$ cat config.mk
export PLATFORM = sky130hd
export DESIGN_NAME = mem_arbiter_flat
export DESIGN_NICKNAME = d
export VERILOG_FILES = /design/src/rtl/mem_arbiter_if.sv /design/src/rtl/mem_arbiter.sv /design/src/flat_wrapper.sv
export SDC_FILE = /design/constraint.sdc
export NUM_CORES = 1
export LEC_CHECK = 0
export CAP_MARGIN = 20
export CELL_PAD_IN_SITES_DETAIL_PLACEMENT = 0
export CELL_PAD_IN_SITES_GLOBAL_PLACEMENT = 1
export CORE_MARGIN = 2
export CORE_UTILIZATION = 28
export CTS_CLUSTER_DIAMETER = 30
export DETAILED_ROUTE_END_ITERATION = 8
export GPL_ROUTABILITY_DRIVEN = 0
export GPL_TIMING_DRIVEN = 0
export HOLD_SLACK_MARGIN = 0.03
export PLACE_DENSITY = 0.87
export SETUP_SLACK_MARGIN = 0.2
export SLEW_MARGIN = 20
export SYNTH_ARGS = -nofsm -noshare
export SYNTH_HDL_FRONTEND = slang
export SYNTH_SLANG_ARGS = --single-unit
export TNS_END_PERCENT = 10
$ cat constraint.sdc
create_clock -name clk -period 1.6 [get_ports clk]
set_input_delay 0.24 -clock clk [delete_from_list [all_inputs] [get_ports clk]]
set_output_delay 0.24 -clock clk [all_outputs]
set_load 0.02 [all_outputs]
$ cat src/rtl/mem_arbiter_if.sv
// Buses around the fetch/data memory arbiter: the two requesters and the shared memory.
// The master modport is the arbiter's view; the slave modport is the environment's view.
interface mem_arbiter_if #(
  parameter int WIDTH = 32
);
  logic             if_req;
  logic [WIDTH-1:0] if_addr;
  logic [WIDTH-1:0] if_rdata;
  logic             if_done;
  logic             dm_req;
  logic             dm_we;
  logic [WIDTH-1:0] dm_addr;
  logic [WIDTH-1:0] dm_wdata;
  logic [WIDTH-1:0] dm_rdata;
  logic             dm_done;
  logic             mem_req;
  logic             mem_we;
  logic [WIDTH-1:0] mem_addr;
  logic [WIDTH-1:0] mem_wdata;
  logic [WIDTH-1:0] mem_rdata;
  logic             mem_ready;

  modport master (
    input  if_req, if_addr, dm_req, dm_we, dm_addr, dm_wdata, mem_rdata, mem_ready,
    output if_rdata, if_done, dm_rdata, dm_done, mem_req, mem_we, mem_addr, mem_wdata
  );

  modport slave (
    output if_req, if_addr, dm_req, dm_we, dm_addr, dm_wdata, mem_rdata, mem_ready,
    input  if_rdata, if_done, dm_rdata, dm_done, mem_req, mem_we, mem_addr, mem_wdata
  );
endinterface

$ cat src/rtl/mem_arbiter.sv
// Round-robin arbiter sharing one memory port between instruction fetch and data access.
// One access in flight at a time, with a bounded wait that aborts the access and sets a sticky error.
module mem_arbiter #(
  parameter int WIDTH   = 32,
  parameter int TIMEOUT = 16
) (
  input  logic          clk,
  input  logic          reset,
  mem_arbiter_if.master bus,
  output logic          stall,
  output logic          timeout_err
);
  localparam int CW = $clog2(TIMEOUT);

  typedef enum logic [1:0] {IDLE, BUSY, DONE} state_t;

  state_t           state_reg, state_next;
  logic [WIDTH-1:0] addr_reg, wdata_reg;
  logic [WIDTH-1:0] if_rdata_reg, dm_rdata_reg;
  logic             we_reg, grant_dm_reg, timeout_err_reg;
  logic [CW-1:0]    wait_cnt_reg;
  logic             any_req, pick_dm, wait_expired;

  assign any_req      = bus.if_req | bus.dm_req;
  // grant_dm_reg doubles as the last-grant record: a tie goes to whoever was not served last
  assign pick_dm      = bus.dm_req & (~bus.if_req | ~grant_dm_reg);
  assign wait_expired = (wait_cnt_reg == CW'(TIMEOUT - 1));

  always_ff @(posedge clk or negedge reset) begin
    if (!reset) state_reg <= IDLE;
    else        state_reg <= state_next;
  end

  always_comb begin
    state_next = state_reg;
    case (state_reg)
      IDLE:    if (any_req) state_next = BUSY;
      BUSY:    if (bus.mem_ready || wait_expired) state_next = DONE;
      DONE:    state_next = IDLE;
      default: state_next = IDLE;
    endcase
  end

  always_ff @(posedge clk or negedge reset) begin
    if (!reset) begin
      addr_reg        <= '0;
      wdata_reg       <= '0;
      we_reg          <= 1'b0;
      grant_dm_reg    <= 1'b0;
      wait_cnt_reg    <= '0;
      if_rdata_reg    <= '0;
      dm_rdata_reg    <= '0;
      timeout_err_reg <= 1'b0;
    end else begin
      case (state_reg)
        IDLE: begin
          if (any_req) begin
            addr_reg     <= pick_dm ? bus.dm_addr : bus.if_addr;
            wdata_reg    <= pick_dm ? bus.dm_wdata : '0;
            we_reg       <= pick_dm & bus.dm_we;
            grant_dm_reg <= pick_dm;
            wait_cnt_reg <= '0;
          end
        end
        BUSY: begin
          if (bus.mem_ready) begin
            if (grant_dm_reg) dm_rdata_reg <= bus.mem_rdata;
            else              if_rdata_reg <= bus.mem_rdata;
          end else if (wait_expired) begin
            // Aborted access completes with zero data
            if (grant_dm_reg) dm_rdata_reg <= '0;
            else              if_rdata_reg <= '0;
            timeout_err_reg <= 1'b1;
          end else begin
            wait_cnt_reg <= wait_cnt_reg + 1'b1;
          end
        end
        default: ;
      endcase
    end
  end

  always_comb begin
    bus.mem_req = 1'b0;
    bus.mem_we  = 1'b0;
    bus.if_done = 1'b0;
    bus.dm_done = 1'b0;
    case (state_reg)
      BUSY: begin
        bus.mem_req = 1'b1;
        bus.mem_we  = we_reg;
      end
      DONE: begin
        bus.if_done = ~grant_dm_reg;
        bus.dm_done = grant_dm_reg;
      end
      default: ;
    endcase
  end

  assign bus.mem_addr  = addr_reg;
  assign bus.mem_wdata = wdata_reg;
  assign bus.if_rdata  = if_rdata_reg;
  assign bus.dm_rdata  = dm_rdata_reg;
  assign timeout_err   = timeout_err_reg;
  assign stall         = (bus.if_req & ~bus.if_done) | (bus.dm_req & ~bus.dm_done);
endmodule

$ cat src/flat_wrapper.sv
// flat-port wrapper written by rule: the top's interface ports become plain ports
module mem_arbiter_flat 
#(
  parameter int WIDTH   = 32,
  parameter int TIMEOUT = 16
)
  (clk, reset, stall, timeout_err, bus_if_req, bus_if_addr, bus_dm_req, bus_dm_we, bus_dm_addr, bus_dm_wdata, bus_mem_rdata, bus_mem_ready, bus_if_rdata, bus_if_done, bus_dm_rdata, bus_dm_done, bus_mem_req, bus_mem_we, bus_mem_addr, bus_mem_wdata);
  mem_arbiter_if #(.WIDTH(WIDTH)) bus_i ();
  input  logic clk;
  input  logic reset;
  output logic stall;
  output logic timeout_err;
  input wire logic [$bits(bus_i.if_req)-1:0] bus_if_req;
  input wire logic [$bits(bus_i.if_addr)-1:0] bus_if_addr;
  input wire logic [$bits(bus_i.dm_req)-1:0] bus_dm_req;
  input wire logic [$bits(bus_i.dm_we)-1:0] bus_dm_we;
  input wire logic [$bits(bus_i.dm_addr)-1:0] bus_dm_addr;
  input wire logic [$bits(bus_i.dm_wdata)-1:0] bus_dm_wdata;
  input wire logic [$bits(bus_i.mem_rdata)-1:0] bus_mem_rdata;
  input wire logic [$bits(bus_i.mem_ready)-1:0] bus_mem_ready;
  output wire logic [$bits(bus_i.if_rdata)-1:0] bus_if_rdata;
  output wire logic [$bits(bus_i.if_done)-1:0] bus_if_done;
  output wire logic [$bits(bus_i.dm_rdata)-1:0] bus_dm_rdata;
  output wire logic [$bits(bus_i.dm_done)-1:0] bus_dm_done;
  output wire logic [$bits(bus_i.mem_req)-1:0] bus_mem_req;
  output wire logic [$bits(bus_i.mem_we)-1:0] bus_mem_we;
  output wire logic [$bits(bus_i.mem_addr)-1:0] bus_mem_addr;
  output wire logic [$bits(bus_i.mem_wdata)-1:0] bus_mem_wdata;
  assign bus_i.if_req = bus_if_req;
  assign bus_i.if_addr = bus_if_addr;
  assign bus_i.dm_req = bus_dm_req;
  assign bus_i.dm_we = bus_dm_we;
  assign bus_i.dm_addr = bus_dm_addr;
  assign bus_i.dm_wdata = bus_dm_wdata;
  assign bus_i.mem_rdata = bus_mem_rdata;
  assign bus_i.mem_ready = bus_mem_ready;
  assign bus_if_rdata = bus_i.if_rdata;
  assign bus_if_done = bus_i.if_done;
  assign bus_dm_rdata = bus_i.dm_rdata;
  assign bus_dm_done = bus_i.dm_done;
  assign bus_mem_req = bus_i.mem_req;
  assign bus_mem_we = bus_i.mem_we;
  assign bus_mem_addr = bus_i.mem_addr;
  assign bus_mem_wdata = bus_i.mem_wdata;
  mem_arbiter #(.WIDTH(WIDTH), .TIMEOUT(TIMEOUT)) u_core (.clk(clk), .reset(reset), .bus(bus_i), .stall(stall), .timeout_err(timeout_err));
endmodule
==> results.py <==
metrics = {
    "finish": {
        "nets": 868,
        "drive_above_1_share": 0.1796,
        "nFillCells": 1766,
        "stdcell_count": 1011,
        "n_antenna_cell": 0,
        "final_area_um2": 9733,
        "fin_util": 0.5051,
        "area_delta_synth_final_pct": 78.21,
    },
    "yosys": {
        "ys_top_cells_by_count": "137 x dfrtp_1, 64 x a32o_1, 61 x o21ai_0, 33 x a22o_1, 33 x mux2i_1",
        "synthTopCellsByArea": "dfrtp_1 63%, a32o_1 12%, mux2i_1 6.0%",
        "synth_cells": 414,
        "synth-edff-count": 0,
        "yosys.area.top_type": "dfrtp_1",
        "yosysWarnings": 0,
        "synth.most_common_cell": "dfrtp_1",
        "synth_seq_area_share": 0.6277,
        "yosysUniqueCellTypes": 34,
        "synth_area_um2": 5461,
        "yosys.area.top_type_share": 0.6277,
        "async_flop_share": 1.000,
        "syn_avg_cell_area_um2": 13.19,
        "synth_ff_type": "dfrtp_1",
        "yosys_register_bits": 137,
        "syn_nets": 549,
    },
    "power": {
        "report.power.total_w": 0.01967,
        "vdd_ir_drop_max_uv": 942.6,
        "p_leak_nw": 4.423,
        "power_density_nw_per_um2": 2021,
    },
    "clock_tree": {
        "cts_tree": "done",
        "root_buffer": "clkbuf_16",
        "clockBufferDepth": 2,
        "clock_latency_ns": 0.42,
        "cts_buffers": 17,
        "cts_sinks": 137,
        "clk_transition_reported_paths_ns": 0.07,
        "ctsHtreeMaxLevel": 4,
    },
    "timing": {
        "setup_viol": 38,
        "rsz0062_at_grt": "yes",
        "fin_skew_ns": 0.01160,
        "finalCritPeriodShare": 1.054,
        "timing_hold_violations_final": 0,
        "tightest_slew_ns": 0.5631,
        "period_needed_ns": 1.687,
        "relSlewSlack": 0.6246,
        "setup_tns_ns": -2.154,
        "fin_ws_ns": -0.08694,
        "finalMaxSlewViolations": 0,
        "maxClockFrequency_mhz": 592.8,
    },
    "route": {
        "route.vias.total": 4896,
        "drtIter0Drc": 195,
        "ant_nets": 0,
        "dr.pass1.iters": 4,
        "wl_met1_um": 7325,
        "wl_met2_um": 9237,
        "wl_um": 18170,
        "routed-wl-met3_um": 1375,
        "top_layer": "met4",
        "post_drt_wl_per_cell_um": 17.97,
        "viasPerCell": 4.843,
        "route.detailed.drc": 0,
    },
    "floorplan": {
        "start_util": 0.2834,
        "rows": 51,
        "die_h_um": 143.7,
        "die_w_um": 143.7,
        "io_pins": 268,
        "core_area_um2": 19270,
        "die_area_um2": 20640,
    },
    "critical_path": {
        "path_max_fanout": 8,
        "reg2regPathDepth": 6,
        "worstSetupPathType": "reg2reg",
        "r2r-start": "u_core.state_reg[0]",
        "r2r_slack_ns": -0.09,
        "cp_data_arrival_time_ns": 1.98,
        "critPathCaptureType": "register",
        "rr_endpoint": "u_core.bus.mem_wdata[10]",
        "critPathLaunchType": "register",
        "cp.required_ns": 1.89,
    },
    "run": {
        "cap_violations": 0,
    },
    "global_route": {
        "grt_pass1_wl_um": 27990,
        "grt_max_degree": 74,
        "antenna_found_initial": 0,
        "grt.overflow.total": 0,
        "first_global_vias": 5037,
        "grt.total_usage": 0.1760,
    },
    "status": {
        "violations": "setup timing",
        "status": "complete, but fails checks",
    },
    "placement": {
        "post-place-cells": 946,
        "placed_area_um2": 8503,
        "place_hpwl_um": 12840,
        "port_buffers": 266,
    },
    "hold_path": {
        "worstHoldPathType": "in2async",
    },
}
## repair_timing
item | 4_1_cts | 5_1_grt
pin swaps | 28 | 40
endpoints found under the setup margin | 267 | 181
hold endpoints to repair | 64 | 0
hold buffers | 1 | 0
setup buffers | 19 | 7
gates cloned | 5 | 2
gates resized for setup | 274 | 107
## how the worst max path moves through the flow
stage,start,end,slack (ns),cells past startpoint
3_5_place_dp,bus_if_req,u_core.bus.mem_addr[22],-0.54,5
6_report,u_core.state_reg[0],u_core.bus.mem_wdata[10],-0.09,6
4_1_cts,u_core.state_reg[1],u_core.bus.mem_wdata[10],-0.09,6
3_3_place_gp,reset,u_core.bus.if_rdata[12],-5.24,1
5_1_grt,u_core.state_reg[1],bus_mem_we,-0.12,5
2_1_floorplan,u_core.state_reg[0],u_core.wait_cnt_reg[1],0.04,6
## placed cells by master (no fill, tap or decap), drive strengths merged, types with 2 or more instances in the layout
master / instances
clkdlybuf4s15: 40
or2: 2
clkdlybuf4s50: 131
and3b: 2
a32o: 64
bufinv: 2
dlygate4sd2: 84
buf: 58
clkinv: 6
nor3b: 3
nor2: 3
nand2: 5
dfrtp: 137
inv: 11
clkinvlp: 2
o21ai: 64
a31o: 2
o22ai: 3
mux2i: 33
a22o: 33
clkbuf: 46
## cell type report
type | instances | area, um2 | area share
well taps | 265 | 331.6 | 0.03407
clock buffers | 17 | 425.4 | 0.04371
multi-input cells | 228 | 1913 | 0.1966
plain buffers | 42 | 439.2 | 0.04512
clock inverters | 15 | 163.9 | 0.01684
inverters | 6 | 25.02 | 0.002571
flip-flops and latches | 137 | 3431 | 0.3525
repair buffers | 301 | 3004 | 0.3087
## power breakdown
group          internal (W)  total [W]  switching, W
Sequential          0.00509    0.00598      0.000886
Combinational       0.00474    0.00975       0.00502
Clock               0.00232    0.00394       0.00161
## kinds of logic (layout without fill, tap and decap cells)
logic type      Yosys count  count (layout)  synth area share
compound gates          173             173            0.2449
flops                   137             137            0.6277
simple gates             21              21           0.02337
fa+ha+maj                 1               1          0.002291
buf+inv                  49             381           0.04124
mux                      33              33           0.06048
## through the flow
step,setup WS [ns],hold slack (ns)
2_1_floorplan,0.03636,-0.05559
3_5_place_dp,-0.5427,0.2200
3_3_place_gp,-5.242,0.4562
4_1_cts,-0.09232,0.3558
6_report,-0.08694,0.3402
5_1_grt,-0.1240,0.3694
## metal layers
metal / up-vias / GRT usage
met5: - / 0
met4: 0 / 0.05263
met3: 17 / 0.06198
met2: 190 / 0.2982
met1: 2425 / 0.2108
li1: 2264 / -
## critical path: stages (launching register included)
cell and delay (ns):
dfrtp_2 0.42, or2_1 0.24, buf_6 0.13, or2_4 0.27
buf_12 0.16, clkbuf_16 0.15, a22o_1 0.20
Note: power is estimated with default switching activity, not from simulation.
